### src/rtl/mb_sequencer.sv
// Raster-order macroblock sequencer for the intra predictor: offers one MB number
// per valid/ready transfer, then waits for pred_done before moving on.
module mb_sequencer #(
  parameter int MB_WIDTH  = 120,
  parameter int MB_HEIGHT = 68
) (
  input  logic        clk,
  input  logic        reset,
  input  logic        enable,
  input  logic        start,
  input  logic        pred_ready,
  input  logic        pred_done,
  output logic [12:0] mbnumber,
  output logic        mb_valid,
  output logic [7:0]  mb_x,
  output logic [7:0]  mb_y,
  output logic        avail_left,
  output logic        avail_top,
  output logic        avail_topleft,
  output logic        avail_topright,
  output logic        last_mb,
  output logic        busy,
  output logic        frame_done
);

  localparam logic [7:0]  XLAST  = 8'(MB_WIDTH - 1);
  localparam logic [12:0] MBLAST = 13'(MB_WIDTH * MB_HEIGHT - 1);

  if (MB_WIDTH < 1 || MB_WIDTH > 255 || MB_HEIGHT < 1 || MB_HEIGHT > 255 ||
      MB_WIDTH * MB_HEIGHT > 8192) begin : g_bad_geometry
    $error("mb_sequencer: unsupported frame geometry");
  end

  typedef enum logic [1:0] {IDLE, ISSUE, WAIT, DONE} state_t;

  state_t      state_reg, state_next;
  logic [12:0] num_reg, num_next;
  logic [7:0]  x_reg, x_next;
  logic [7:0]  y_reg, y_next;
  // Keeps last_mb low out of reset even when the frame is a single MB.
  logic        seen_reg, seen_next;
  logic        is_last;

  assign is_last = (num_reg == MBLAST);

  always_ff @(posedge clk or posedge reset) begin
    if (reset) begin
      state_reg <= IDLE;
      num_reg   <= '0;
      x_reg     <= '0;
      y_reg     <= '0;
      seen_reg  <= 1'b0;
    end else if (enable) begin
      state_reg <= state_next;
      num_reg   <= num_next;
      x_reg     <= x_next;
      y_reg     <= y_next;
      seen_reg  <= seen_next;
    end
  end

  always_comb begin
    state_next = state_reg;
    num_next   = num_reg;
    x_next     = x_reg;
    y_next     = y_reg;
    seen_next  = seen_reg;
    mb_valid   = 1'b0;
    busy       = 1'b1;
    frame_done = 1'b0;
    case (state_reg)
      IDLE: begin
        busy = 1'b0;
        if (start) begin
          num_next   = '0;
          x_next     = '0;
          y_next     = '0;
          seen_next  = 1'b1;
          state_next = ISSUE;
        end
      end
      ISSUE: begin
        mb_valid = 1'b1;
        if (pred_ready) state_next = WAIT;
      end
      WAIT: begin
        if (pred_done) begin
          if (is_last) begin
            state_next = DONE;
          end else begin
            num_next   = num_reg + 13'd1;
            state_next = ISSUE;
            if (x_reg == XLAST) begin
              x_next = '0;
              y_next = y_reg + 8'd1;
            end else begin
              x_next = x_reg + 8'd1;
            end
          end
        end
      end
      DONE: begin
        frame_done = 1'b1;
        state_next = IDLE;
      end
      default: state_next = IDLE;
    endcase
  end

  assign mbnumber       = num_reg;
  assign mb_x           = x_reg;
  assign mb_y           = y_reg;
  assign avail_left     = (x_reg != 8'd0);
  assign avail_top      = (y_reg != 8'd0);
  assign avail_topleft  = (x_reg != 8'd0) && (y_reg != 8'd0);
  assign avail_topright = (y_reg != 8'd0) && (x_reg != XLAST);
  assign last_mb        = seen_reg && is_last;

endmodule

### config.mk
export PLATFORM = sky130hd
export DESIGN_NAME = mb_sequencer
export DESIGN_NICKNAME = d
export VERILOG_FILES = /design/src/rtl/mb_sequencer.sv
export SDC_FILE = /design/constraint.sdc
export NUM_CORES = 1
export LEC_CHECK = 0
export BUFFER_PORTS_ARGS = -buffer_cell sky130_fd_sc_hd__buf_2
export CORE_UTILIZATION = 61
export CTS_BUF_LIST = sky130_fd_sc_hd__clkbuf_4 sky130_fd_sc_hd__clkbuf_8
export DETAILED_ROUTE_END_ITERATION = 10
export PLACE_DENSITY = 0.88
export SKIP_LAST_GASP = 1
export SLEW_MARGIN = 40
export SYNTH_ARGS = -nofsm -noshare
export SYNTH_HDL_FRONTEND = slang
export SYNTH_SLANG_ARGS = --single-unit
### constraint.sdc
create_clock -name clk -period 5.6 [get_ports clk]
set_input_delay 1.68 -clock clk [delete_from_list [all_inputs] [get_ports clk]]
set_output_delay 1.68 -clock clk [all_outputs]
set_load 0.01 [all_outputs]
==> run_results.csv, run 1 <==
group,metric,value,unit
placement,port_buffers,42,
floorplanning,core_area,0.00313,mm2
yosys,synth_edf_count,0,
yosys,ys_seq_area_share,39.0,%
detailed_routing,drt-initial-drc-count,122,
floorplanning,placementRows,20,
floorplanning,dieWidth,60.0,um
sta,fin_skew,8.69,ps
clock_tree,cts.sinks,32,
placement,place_inst,294,
sta,fin_ws,1790,ps
finish,diodes,0,
floorplanning,die_h,60.0,um
setup_path,critPathCaptureType,"output port",
yosys,async_flop_share,100,%
yosys,ys_seq_elements,32,
clock_tree,cts_root_buffer,"clkbuf_4",
sta,rsz0062_at_grt,"no",
sta,slew_violations,0,
yosys,yosys-top-cells-count,"dfrtp_1 (32), nand2_1 (18), nand3_1 (14)",
global_route,antenna_found_initial,0,
finish,final_nets,268,
pwr,irDropWorstVdd,0.214,mV
clock_tree,cts_setup_buffers,0,
sta,fin_crit,3810,ps
finish,final_cell_area,0.00233,mm2
yosys,yosysTopAreaCell,"dfrtp_1",
clock_tree,clock_path_buffers,2,
setup_path,critical_path.max_fanout,12,
outcome,status,"finished, final reports clean",
pwr,leakage,0.00110,uW
detailed_routing,drc,0,
sta,hold_slack,491,ps
yosys,syn_area_per_cell,9.38,um2
yosys,yosys.cell_types.count,50,
sta,worstMarginPinSlew,736,ps
finish,num-fill-cells,244,
setup_path,cp.arrival,2130,ps
sta,setup_viol,0,
detailed_routing,firstDrtPassIters,4,
detailed_routing,wl_per_cell,15.8,um
clock_tree,htreeDepth,2,
finish,drive_above_1_share,25.7,%
finish,stdcell_count,301,
yosys,synth_most_common_cell,"dfrtp_1",
floorplanning,floorplan.initialDensity,65.6,%
setup_path,crit_required,3920,ps
sta,setup_tns,0,ps
yosys,netlist_instances,219,
detailed_routing,via_count,1930,
clock_tree,clkSlewWorstSetupHoldPaths,90,ps
finish,largest_reg_flops,13,
sta,max_slew_margin,50.9,%
detailed_routing,via_per_inst,6.41,
global_route,track_usage,29.5,%
detailed_routing,final_antenna_net_count,0,
setup_path,crit_type,"reg2out",
global_route,first_global_vias,1698,
global_route,grt_pass1_wl,7.79,mm
clock_tree,ctsResizeCount,0,
yosys,yosysTopAreaCellShare,39.0,%
clock_tree,clk_latency,340,ps
floorplanning,dieArea,0.00360,mm2
sta,hold_viol_final,0,
yosys,ys_warn_count,0,
pwr,power_density,307,mW/mm2
placement,place_area,0.00226,mm2
min_path,min_path_type,"reg2reg",
global_route,grt_max_degree,33,
floorplanning,ioPinCount,43,
yosys,synth_fp_nets,230,
clock_tree,cts_tree,"yes",
setup_path,worst_setup_path_start_kind,"register",
placement,dp_hpwl,3.29,mm
clock_tree,ctsHoldBuffers,0,
yosys,synth_flop_cell,"dfrtp_1",
flow_run,drv_cap,0,
min_path,whs_path_depth,2,
setup_path,r2r_cells,4,
clock_tree,cts_buffers,5,
placement,place.gp.congestion,0.873,
placement,dp_slack,2140,ps
sta,fin_crit_sh,68.1,%
sta,fmax,262,MHz
finish,area_growth,13.3,%
yosys,synth.area.top_cells,"dfrtp_1 (39%), o31ai_1 (3.7%), nand3_1 (3.4%)",
global_route,grt_overflow,0,
detailed_routing,wl,4.76,mm
yosys,synthesis.area,0.00205,mm2
-- area by class of cell --
type                            count  area (um2)  share of cell area [%]
Clock buffer                        7        65.1                    2.80
Multi-Input combinational cell    164        1140                    49.1
Timing Repair Buffer               44         225                    9.68
Inverter                           10        37.5                    1.61
Tap cell                           44        55.1                    2.37
Sequential cell                    32         801                    34.4
-- per-stage QoR --
| step | total power (uW) | util [%] |
|---|---|---|
| 3_5_place_dp | 571 | 72.3 |
| 3_3_place_gp | 559 | 72.3 |
| 5_1_grt | 764 | 74.4 |
| 6_report | 715 | 74.4 |
| 2_1_floorplan | 489 | - |
| 4_1_cts | 718 | 74.4 |
-- critical path: stages (launching register included) --
cell	delay (ps)
dfrtp_1	440
ha_1	240
nand3_1	220
or4_4	650
nor2_1	110
buf_2	130
-- cell usage in the layout, fill, tap and decap left out, drive strengths merged, types with 3 or more instances in the layout --
master / instances
a211o: 3
a21oi: 3
a22o: 4
a31oi: 9
a41oi: 5
and2: 4
and3: 5
and4: 3
buf: 44
clkbuf: 7
dfrtp: 32
ha: 5
inv: 10
nand2: 19
nand2b: 5
nand3: 14
nand3b: 3
nor2: 9
nor2b: 4
nor3: 4
nor4: 5
o21a: 3
o21ai: 18
o31ai: 10
o41ai: 4
or2: 3
or3: 3
-- cell families after synthesis --
group | after synthesis | share of synthesized area [%]
DFF | 32 | 39.0
buffers and inverters | 23 | 5.30
adders and majority gates | 5 | 3.05
muxes | 4 | 2.07
AOI/OAI and AO/OA | 67 | 25.0
and+or+nand+nor | 88 | 25.5
-- per-layer routing --
| metal | up-vias | track usage, % | routed length (um) |
|---|---|---|---|
| met2 | 59 | 46.7 | 2280 |
| met4 | 0 | 12.3 | 56 |
| met1 | 955 | 39.4 | 2190 |
| met5 | - | 0 | 0 |
| li1 | 910 | - | - |
| met3 | 6 | 6.06 | 230 |
-- worst paths after layout --
check | start | end | slack [ps]
worst max-delay path | mbnumber[0] | last_mb | 1790
worst min-delay path | seen_reg | seen_reg | 490
worst max register to register | state_reg[1] | mb_x[0] | 3080
worst min register to register | seen_reg | seen_reg | 490
max in group asynchronous | reset | mbnumber[11] | 3910
min in group asynchronous | reset | mbnumber[6] | 1400
-- power by group --
group          switching (uW)  internal (uW)
clock network            77.6           71.1
logic                     134            105
registers                65.3            261
Power figures use the tool's default switching activity.
==> run 2, diff against run 1 <==
--- a/config.mk
+++ b/config.mk
@@ -6,10 +6,10 @@
 export NUM_CORES = 1
 export LEC_CHECK = 0
 export BUFFER_PORTS_ARGS = -buffer_cell sky130_fd_sc_hd__buf_2
-export CORE_UTILIZATION = 61
+export CORE_UTILIZATION = 51
 export CTS_BUF_LIST = sky130_fd_sc_hd__clkbuf_4 sky130_fd_sc_hd__clkbuf_8
 export DETAILED_ROUTE_END_ITERATION = 10
-export PLACE_DENSITY = 0.88
+export PLACE_DENSITY = 0.78
 export SKIP_LAST_GASP = 1
 export SLEW_MARGIN = 40
 export SYNTH_ARGS = -nofsm -noshare
==> constraint.sdc (replaced) <==
create_clock -name clk -period 3.35 [get_ports clk]
set_input_delay 1.005 -clock clk [delete_from_list [all_inputs] [get_ports clk]]
set_output_delay 1.005 -clock clk [all_outputs]
set_load 0.01 [all_outputs]
==> run 2 against run 1 <==
Combinational power is 72% higher; via count is 2.1% lower; die area is 19% higher; power is 74% higher; cell area is 1.6% higher; sequential power is 66% higher; critical path type unchanged; largest power group unchanged.
==> run_results.csv, run 2 (synthesized netlist as in run 1, its figures left out) <==
group,metric,value,unit
sta,setup_tns,0,ps
detailed_routing,final_antenna_net_count,0,
global_route,grt_max_degree,33,
sta,fin_skew,4.11,ps
sta,hold_viol_final,0,
floorplanning,core_area,0.00377,mm2
clock_tree,ctsResizeCount,0,
pwr,irDropWorstVdd,0.338,mV
pwr,power_density,527,mW/mm2
sta,fin_crit,3180,ps
finish,num-fill-cells,332,
global_route,antenna_found_initial,0,
finish,final_cell_area,0.00236,mm2
finish,final_common_cell,"buf_2",
sta,slew_violations,0,
pwr,leakage,0.00111,uW
sta,fmax,314,MHz
outcome,status,"finished, final reports clean",
placement,place_inst,300,
clock_tree,cts.sinks,32,
finish,stdcell_count,307,
detailed_routing,wl_per_cell,16.0,um
sta,fin_ws,169,ps
setup_path,r2r_cells,4,
setup_path,crit_required,2340,ps
sta,fin_crit_sh,95.0,%
setup_path,crit_type,"reg2out",
min_path,whs_path_depth,2,
placement,dp_hpwl,3.40,mm
global_route,track_usage,25.6,%
finish,drive_above_1_share,26.3,%
finish,diodes,0,
clock_tree,cts_root_buffer,"clkbuf_8",
setup_path,worst_setup_path_start_kind,"register",
placement,place.gp.congestion,0.861,
floorplanning,ioPinCount,43,
clock_tree,clock_path_buffers,2,
global_route,first_global_vias,1669,
finish,mostFrequentLayoutCells,"buf_2 (42), dfrtp_1 (32), nand2_1 (18)",
clock_tree,cts_tree,"yes",
floorplanning,die_h,65.5,um
clock_tree,cts_buffers,5,
detailed_routing,wl,4.92,mm
setup_path,critPathCaptureType,"output port",
placement,place_area,0.00228,mm2
clock_tree,ctsHoldBuffers,0,
setup_path,critical_path.max_fanout,4,
sta,setup_viol,0,
detailed_routing,drt-initial-drc-count,207,
clock_tree,clk_latency,280,ps
detailed_routing,firstDrtPassIters,4,
finish,largest_reg_flops,13,
sta,max_slew_margin,51.7,%
floorplanning,dieArea,0.00428,mm2
placement,dp_slack,509,ps
clock_tree,clkSlewWorstSetupHoldPaths,70,ps
floorplanning,dieWidth,65.5,um
global_route,grt_pass1_wl,8.23,mm
placement,port_buffers,42,
finish,final_nets,270,
sta,rsz0062_at_grt,"no",
finish,area_growth,15.1,%
min_path,min_path_type,"reg2reg",
global_route,grt_overflow,0,
detailed_routing,via_per_inst,6.16,
sta,hold_slack,472,ps
setup_path,cp.arrival,2180,ps
detailed_routing,via_count,1890,
detailed_routing,drc,0,
floorplanning,placementRows,22,
flow_run,drv_cap,0,
floorplanning,floorplan.initialDensity,54.4,%
clock_tree,cts_setup_buffers,0,
sta,worstMarginPinSlew,718,ps
clock_tree,htreeDepth,2,
[run 2: final cells by class]
type / count / area (um2) / area share, %
well taps: 48 / 60.1 / 2.54
inverters: 10 / 37.5 / 1.59
clock buffers: 6 / 76.3 / 3.23
flip-flops and latches: 32 / 801 / 33.9
multi-input cells: 164 / 1140 / 48.4
clock inverters: 1 / 5.00 / 0.212
repair buffers: 46 / 240 / 10.2
[run 2: worst paths after layout]
| check | from | end | slack [ps] |
|---|---|---|---|
| setup reg to reg | state_reg[1] | mb_y[6] | 1040 |
| setup / recovery | mb_y[0] | avail_topleft | 170 |
| max in group asynchronous | reset | mbnumber[6] | 2270 |
| hold / removal | seen_reg | seen_reg | 470 |
| min in group asynchronous | reset | mb_x[3] | 790 |
| hold reg to reg | seen_reg | seen_reg | 470 |
[run 2: metrics by stage]
stage	util (%)	total power, uW
3_3_place_gp	60.5	951
5_1_grt	62.7	1330
4_1_cts	62.7	1250
6_report	62.7	1250
2_1_floorplan	-	818
3_5_place_dp	60.5	962
[run 2: layer usage]
layer | part of all wire [%] | global-route usage (%) | up-vias
li1 | - | - | 911
met1 | 48 | 36.3 | 911
met2 | 46 | 37.2 | 62
met3 | 4.6 | 5.38 | 6
met4 | 1.4 | 11.1 | 0
met5 | 0 | 0 | -
[run 2: where the power goes]
group	switching [uW]	internal, uW
sequential	106	438
clock	140	149
combinational	230	183
total	477	769
[run 2: worst max-delay path, cell delays in order, from the launching register on]
cell and delay (ps):
dfrtp_1 410, inv_1 100, ha_1 140, or4b_1 430
nor4_1 560, a31oi_1 80, buf_2 170
==> run 3, diff against run 2 <==
--- a/config.mk
+++ b/config.mk
@@ -5,11 +5,12 @@
 export SDC_FILE = /design/constraint.sdc
 export NUM_CORES = 1
 export LEC_CHECK = 0
+export ABC_AREA = 1
 export BUFFER_PORTS_ARGS = -buffer_cell sky130_fd_sc_hd__buf_2
-export CORE_UTILIZATION = 51
+export CORE_UTILIZATION = 52
 export CTS_BUF_LIST = sky130_fd_sc_hd__clkbuf_4 sky130_fd_sc_hd__clkbuf_8
 export DETAILED_ROUTE_END_ITERATION = 10
-export PLACE_DENSITY = 0.78
+export PLACE_DENSITY = 0.79
 export SKIP_LAST_GASP = 1
 export SLEW_MARGIN = 40
 export SYNTH_ARGS = -nofsm -noshare
==> run 3 against run 2 <==
Register-to-register slack better by 390 ps; synthesized area up 7.3%; worst hold slack better by 1.8 ps; setup slack gained 420 ps; sequential power down 16%; via count grew 10%; clock skew rose by 3.1 ps; routed wire length fell by 5.4%; utilization rose by 0.31 points; first-iteration DRC count shrank 20%; largest cell class unchanged; largest power group unchanged.
==> run_results.csv, run 3 <==
group,metric,value,unit
detailed_routing,drt-met1-wl,2.27,mm
finish,drive_above_1_share,20.0,%
sta,fin_skew,7.20,ps
pwr,irDropWorstVdd,0.362,mV
pwr,clock_power_share,27.9,%
yosys,ys_seq_elements,32,
finish,largest_reg_flops,13,
clock_tree,clk_latency,290,ps
setup_path,cp.arrival,1760,ps
setup_path,worst_setup_path_start_kind,"register",
detailed_routing,top_layer,"met4",
setup_path,crit_type,"reg2out",
pwr,switching_power,467,uW
yosys,async_flop_share,100,%
clock_tree,ctsHoldBuffers,0,
finish,area_growth,15.2,%
detailed_routing,via_count,2079,
global_route,track_usage,23.2,%
detailed_routing,dr_wl_met3,190,um
global_route,antenna_found_initial,0,
sta,hold_viol_final,0,
detailed_routing,drt-initial-drc-count,166,
clock_tree,cts_buffers,5,
pwr,comb_power_share,33.3,%
global_route,grt_pass1_wl,7.87,mm
clock_tree,clkSlewWorstSetupHoldPaths,70,ps
clock_tree,cts_tree,"yes",
pwr,power_density,465,mW/mm2
floorplanning,dieWidth,67.1,um
yosys,yosys.cell_types.count,27,
setup_path,critPathCaptureType,"output port",
pwr,switching_share,39.6,%
clock_tree,cts.sinks,32,
clock_tree,htreeDepth,2,
sta,fin_crit_sh,82.4,%
sta,worstMarginPinSlew,572,ps
yosys,ys_seq_area_share,36.4,%
finish,num-fill-cells,386,
pwr,pwr-share-seq,38.8,%
clock_tree,ctsResizeCount,0,
yosys,synth.area.top_cells,"dfrtp_1 (36%), nand2_1 (20%), nor2_1 (8.2%)",
detailed_routing,met2_length,2.13,mm
yosys,synth_most_common_cell,"nand2_1",
sta,rsz0062_at_grt,"no",
yosys,syn_area_per_cell,6.88,um2
clock_tree,clock_path_buffers,2,
sta,max_slew_margin,61.6,%
detailed_routing,wl,4.65,mm
flow_run,drv_cap,0,
yosys,yosysTopAreaCell,"dfrtp_1",
floorplanning,floorplan.initialDensity,54.7,%
finish,mostFrequentLayoutCells,"nand2_1 (118), nor2_1 (48), buf_2 (42)",
clock_tree,cts_root_buffer,"clkbuf_8",
yosys,synthesis.area,0.00220,mm2
placement,place.gp.congestion,0.843,
setup_path,critical_path.max_fanout,7,
yosys,synth_flop_cell,"dfrtp_1",
sta,setup_tns,0,ps
placement,port_buffers,42,
finish,final_common_cell,"nand2_1",
floorplanning,placementRows,23,
detailed_routing,drc,0,
yosys,netlist_instances,320,
yosys,yosys-top-cells-count,"nand2_1 (118), nor2_1 (48), dfrtp_1 (32)",
floorplanning,core_area,0.00403,mm2
sta,setup_viol,0,
sta,slew_violations,0,
global_route,first_global_vias,1765,
sta,fin_crit,2760,ps
finish,final_nets,376,
detailed_routing,final_antenna_net_count,0,
yosys,synth_fp_nets,331,
setup_path,crit_required,2340,ps
detailed_routing,firstDrtPassIters,4,
yosys,yosysTopAreaCellShare,36.4,%
outcome,status,"finished, final reports clean",
pwr,p_total,1180,uW
clock_tree,cts_setup_buffers,0,
pwr,leakage,0.00130,uW
floorplanning,ioPinCount,43,
min_path,min_path_type,"reg2reg",
global_route,grt_overflow,0,
global_route,grt_max_degree,35,
placement,dp_hpwl,3.30,mm
floorplanning,die_h,67.1,um
finish,diodes,0,
detailed_routing,via_per_inst,5.01,
floorplanning,dieArea,0.00450,mm2
yosys,synth_edf_count,0,
detailed_routing,wl_per_cell,11.2,um
sta,fmax,362,MHz
pwr,p_int,713,uW
yosys,ys_warn_count,0,
==> run 3: cell count changes after synthesis, moves of 5 or more <==
cell,before,now
o21ai_1,13,4
nor2_1,9,48
xor2_1,0,7
nand2b_1,5,0
o21ai_2,0,7
nand3_1,14,28
nand2_1,18,118
a31oi_1,9,0
buf_2,6,0
inv_1,10,31
o31ai_1,10,0
and3_1,5,0
==> run 3: cell families (layout without fill, tap and decap cells) <==
group	Yosys count	in the layout	share of synthesized area (%)
simple gates	214	214	42.7
buf+inv	39	84	7.67
flops	32	32	36.4
compound gates	19	19	6.02
xor+xnor	11	11	4.37
fa+ha+maj	5	5	2.84
==> run 3: final timing paths <==
| kind | start | end | slack (ps) | cells past startpoint |
|---|---|---|---|---|
| setup / recovery | mbnumber[0] | last_mb | 590 | 6 |
| hold / removal | seen_reg | seen_reg | 470 | 2 |
| setup reg to reg | mbnumber[0] | mbnumber[6] | 1430 | 8 |
| hold reg to reg | seen_reg | seen_reg | 470 | 2 |
| max in group asynchronous | reset | mb_x[0] | 2270 | 3 |
| min in group asynchronous | reset | mbnumber[4] | 790 | 3 |
==> run 3: critical path: stages, from the launching register on <==
cell     delay, ps
dfrtp_1        440
ha_1           250
nand2_1         90
nor2_1         280
nand2_1        130
nor3_1         130
buf_2          150
==> run 3: power by group through the flow <==
stage	Combinational [uW]	Clock [uW]	Sequential [uW]
2_1_floorplan	306	0	466
3_3_place_gp	394	0	463
3_5_place_dp	396	0	465
4_1_cts	399	338	457
5_1_grt	443	346	462
6_report	393	329	458
==> run 3: cell type report <==
| class | count | area (um2) | share of cell area, % |
|---|---|---|---|
| multi-input combinational | 249 | 1230 | 48.6 |
| clock buffer | 7 | 96.3 | 3.80 |
| inverter | 34 | 128 | 5.03 |
| tap | 50 | 62.6 | 2.47 |
| timing repair buffer | 43 | 218 | 8.58 |
| sequential | 32 | 801 | 31.6 |
==> run 3: metal layers <==
metal | GRT usage (%) | vias up
met4 | 7.98 | 0
li1 | - | 1090
met3 | 5.14 | 8
met5 | 0 | -
met2 | 36.1 | 45
met1 | 31.3 | 936
==> run 3: through the flow <==
stage / cells / setup WS [ps] / area (um2) / utilization (%) / hold WS (ps)
after floorplan: 320 / 992 / 2200 / - / 422
after global routing: 415 / 453 / 2540 / 63.0 / 496
after global placement: 408 / 933 / 2440 / 60.6 / 437
after detailed placement: 408 / 910 / 2440 / 60.6 / 474
after CTS: 415 / 566 / 2540 / 63.0 / 491
final: 415 / 588 / 2540 / 63.0 / 474
